$ cat src/rtl/clk_period_meter.sv
// clk_period_meter: measures period and high time of an async square wave in clk cycles.
// Optional duty measurement is built when CLK_METER_DUTY_EN is defined; otherwise high_time is 0.
module clk_period_meter #(
    parameter int          CNT_W       = 16,
    parameter int          SYNC_STAGES = 2,
    parameter int unsigned TIMEOUT     = 2**CNT_W-1
) (
    input  logic             clk,
    input  logic             rst,
    input  logic             sig_in,
    output logic [CNT_W-1:0] period,
    output logic [CNT_W-1:0] high_time,
    output logic             valid,
    output logic             locked,
    output logic             timeout
);
    localparam logic [CNT_W-1:0] TMAX = CNT_W'(TIMEOUT);
    typedef enum logic [1:0] {S_WAIT, S_RUN, S_TMO} state_t;
    state_t state, nxt;
    logic [SYNC_STAGES-1:0] sync;
    logic s, s_d, rise, publish;
    logic [CNT_W-1:0] cnt;
    assign s    = sync[SYNC_STAGES-1];
    assign rise = s & ~s_d;
    // synchroniser chain plus one delay flop for edge detection
    always_ff @(posedge clk or posedge rst) begin
        if (rst) begin
            sync <= '0;
            s_d  <= 1'b0;
        end else begin
            sync <= {sync[SYNC_STAGES-2:0], sig_in};
            s_d  <= s;
        end
    end
    // state register
    always_ff @(posedge clk or posedge rst) begin
        if (rst) state <= S_WAIT;
        else     state <= nxt;
    end
    // next state: a rise always wins over the timeout check
    always_comb begin
        nxt = (state == S_RUN) ? ((!rise && cnt == TMAX) ? S_TMO : S_RUN)
                               : (rise ? S_RUN : state);
    end
    // outputs decoded from state; only a rise seen in RUN closes a valid interval
    always_comb begin
        timeout = (state == S_TMO);
        publish = (state == S_RUN) && rise;
    end
    // period counter saturates at TIMEOUT, which also freezes it in TMO
    always_ff @(posedge clk or posedge rst) begin
        if (rst)                              cnt <= '0;
        else if (rise)                        cnt <= CNT_W'(1);
        else if (state == S_RUN && cnt != TMAX) cnt <= cnt + 1'b1;
    end
`ifdef CLK_METER_DUTY_EN
    logic [CNT_W-1:0] hcnt;
    // high-time counter advances only alongside cnt, so it can never pass it
    always_ff @(posedge clk or posedge rst) begin
        if (rst)                                    hcnt <= '0;
        else if (rise)                              hcnt <= CNT_W'(1);
        else if (s && state == S_RUN && cnt != TMAX) hcnt <= hcnt + 1'b1;
    end
    // high time published together with period
    always_ff @(posedge clk or posedge rst) begin
        if (rst)          high_time <= '0;
        else if (publish) high_time <= hcnt;
    end
`else
    assign high_time = '0;
`endif
    // publish registers; locked compares against the previously published period
    always_ff @(posedge clk or posedge rst) begin
        if (rst) begin
            period <= '0;
            valid  <= 1'b0;
            locked <= 1'b0;
        end else begin
            valid <= publish;
            if (publish) begin
                period <= cnt;
                locked <= (cnt == period);
            end else if (nxt == S_TMO) begin
                locked <= 1'b0;
            end
        end
    end
endmodule

$ cat config.mk
export PLATFORM = sky130hd
export DESIGN_NAME = clk_period_meter
export DESIGN_NICKNAME = d
export VERILOG_FILES = /design/src/rtl/clk_period_meter.sv
export SDC_FILE = /design/constraint.sdc
export NUM_CORES = 1
export LEC_CHECK = 0
export ABC_AREA = 1
export CAP_MARGIN = 20
export CORE_MARGIN = 2
export CORE_UTILIZATION = 53
export DETAILED_ROUTE_END_ITERATION = 8
export PLACE_DENSITY_LB_ADDON = 0.15
export SYNTH_ARGS = -nofsm -noshare
export SYNTH_HDL_FRONTEND = slang
export SYNTH_SLANG_ARGS = --single-unit
$ cat constraint.sdc
create_clock -name clk -period 1.7 [get_ports clk]
set_input_delay 0.255 -clock clk [delete_from_list [all_inputs] [get_ports clk]]
set_output_delay 0.255 -clock clk [all_outputs]
set_load 0.005 [all_outputs]
==> flow_summary.json, run 1 <==
{
  "seqCellArea_um2": 976,
  "synth_xor_area_frac": 0.0734,
  "power_density_nw_per_um2": 911,
  "area_growth_pct": 14.6,
  "power_mw": 2.37,
  "cp.depth": 2,
  "skew_ns": 0.00844,
  "finalMaxSlewViolations": 0,
  "crit_arrival_ns": 1.31,
  "syn_avg_cell_area_um2": 7.69,
  "core_region_area_um2": 4060,
  "p_leak_nw": 1.27,
  "syn_area_um2": 2270,
  "rr_worst_depth": 8,
  "overflow": 0,
  "ys_warn_count": 0,
  "synthMuxAreaShare": 0,
  "power_switching_uw": 744,
  "finalCriticalPeriod_ns": 1.57,
  "fin_crit_sh": 0.922,
  "ys_types": 28,
  "synth_top_family_by_area": "simple AND/OR/NAND/NOR gates",
  "cp-start-kind": "register",
  "synthSimpleGateAreaFrac": 0.299,
  "place.gp.congestion": 0.895,
  "p_int_mw": 1.62,
  "ctsHtreeMaxLevel": 2,
  "grt_max_degree": 40,
  "initial_core_util": 0.559,
  "combPwrFrac": 0.260,
  "rows": 23,
  "portBuffers": 21,
  "drt_iter0_drc": 118,
  "hold_violations": 0,
  "crit_family": "buffers and inverters",
  "ioPinCount": 38,
  "rsz0062_at_grt": "no",
  "diodes": 0,
  "grt_pass1_vias": 1917,
  "synth_top_area_frac": 0.430,
  "drt_pre_antenna_iters": 4,
  "ys_seq_area_frac": 0.430,
  "ys_seq_elements": 39,
  "critical_path_class": "reg -> out",
  "post_cts_buffers": 0,
  "cts-root-buf": "clkbuf_8",
  "num-fill-cells": 342,
  "post_cts_resized": 0,
  "slowest_stage": "clkdlybuf4s50_1",
  "cp_num_buf_inv": 1,
  "ir_drop_mv": 0.669,
  "final_common_cell": "nand2_1",
  "synthTopCellsByArea": "dfrtp_1 (43%), nand2_1 (14%), nand3_1 (5.7%)",
  "status": "finished, final reports clean",
  "cts_buffer_depth": 2,
  "final_util": 0.640,
  "clkSinkCount": 39,
  "crit_chain": "nor2_1 -> clkdlybuf4s50_1",
  "clk_pin_slew_ns": 0.08,
  "end_kind": "primary output",
  "dpl_cell_area_um2": 2510,
  "viasPerCell": 5.05,
  "synth_largest_area_cell": "dfrtp_1",
  "drv_cap": 0,
  "die_w_um": 69.4,
  "cts_hold_buf": 0,
  "switching_share": 0.314,
  "sequentialPowerShare": 0.485,
  "slowest_delay_ns": 0.50,
  "worstPathMaxFanout": 4,
  "setup_violations": 0,
  "worst_hold_slack_ns": 0.307,
  "cts_tree": "yes",
  "dieArea_um2": 4820,
  "routedWlPerCell_um": 12.4,
  "hold_path_class": "in -> async",
  "max_freq_mhz": 638,
  "required_ns": 1.44,
  "synth_cells": 295,
  "final_cell_mix": "nand2_1 (82), dfrtp_1 (39), nand3_1 (26)",
  "tns_ns": 0,
  "drc": 0,
  "track_usage": 0.222,
  "synth-compound-area-share": 0.0602,
  "insertion_delay_ns": 0.29,
  "num_vias": 1883,
  "fin_nets": 326,
  "die-height_um": 69.4,
  "synthAdderAreaFrac": 0.00552,
  "final_area_um2": 2600,
  "multi_input_comb_area_um2": 1060,
  "cts_inserted_buffers": 5,
  "p_clk_frac": 0.254,
  "antenna_found_initial": 0,
  "drive_above_1_share": 0.115,
  "antenna_left": 0,
  "drt-total-wl_mm": 4.64,
  "grt_pass1_wl_mm": 8.56,
  "hpwl_mm": 3.42
}
-- kinds of logic after synthesis --
family / Yosys count
xor+xnor: 19
buf+inv: 57
flops: 39
compound gates: 25
fa+ha+maj: 1
simple gates: 153
other cells: 1
-- state kept, by name, summed over array words and instances, names as in the netlist --
name,flops
valid,1
state,2
locked,1
period,16
cnt,16
s_d,1
sync,2
-- cells in the mapped netlist, drive strengths merged --
cell type and instances:
a21oi 4, and2 1, buf 25, clkbuf 3
clkinv 1, conb 1, dfrtp 39, ha 1
inv 28, nand2 86, nand3 27, nand3b 1
nand4 7, nor2 25, nor3 3, o21ai 21
or2 3, xnor2 12, xor2 7
-- power groups by stage --
stage          clock (mW)  sequential [mW]  combinational, mW
4_1_cts             0.616             1.15              0.617
5_1_grt             0.646             1.17              0.698
6_report            0.602             1.15              0.616
3_3_place_gp            0             1.16              0.607
3_5_place_dp            0             1.16              0.611
2_1_floorplan           0             1.16              0.368
-- layout make-up --
cell class,instances,share of cell area
clock inverter,1,0.00193
multi-input combinational,214,0.407
timing repair buffer,33,0.120
clock buffer,7,0.0294
sequential,39,0.376
inverter,29,0.0419
tap,50,0.0241
-- routing by layer --
layer	vias up	share of wire	track usage
li1	949	-	-
met1	859	0.46	0.299
met2	60	0.45	0.338
met3	15	0.058	0.0465
met4	0	0.032	0.113
met5	-	0	0
-- per-stage QoR --
stage / setup WS [ns] / instances
after floorplan: 0.174 / 310
after global placement: 0.222 / 365
after detailed placement: 0.141 / 365
after CTS: 0.121 / 373
after global routing: 0.0141 / 373
final: 0.133 / 373
-- final timing paths --
kind / from / to / slack (ns)
worst max-delay path: state[0] / timeout / 0.13
worst min-delay path: rst / period[0] / 0.31
worst max register to register: cnt[0] / cnt[2] / 0.16
worst min register to register: sync[0] / sync[1] / 0.36
max in group asynchronous: rst / period[14] / 1.19
min in group clk: sync[0] / sync[1] / 0.36
-- worst min-delay path, cell delays in order --
cell             delay [ns]
clkdlybuf4s50_1        0.40
inv_1                  0.09
buf_12                 0.23
No activity file was read; power rests on OpenSTA's default activity.
==> inputs of run 2 (changes only) <==
--- a/config.mk
+++ b/config.mk
@@ -14,3 +14,4 @@
 export SYNTH_ARGS = -nofsm -noshare
 export SYNTH_HDL_FRONTEND = slang
 export SYNTH_SLANG_ARGS = --single-unit
+export TNS_END_PERCENT = 20
==> results of run 2 <==
Same layout as run 1: the final DEF is identical, and so are final timing and power.
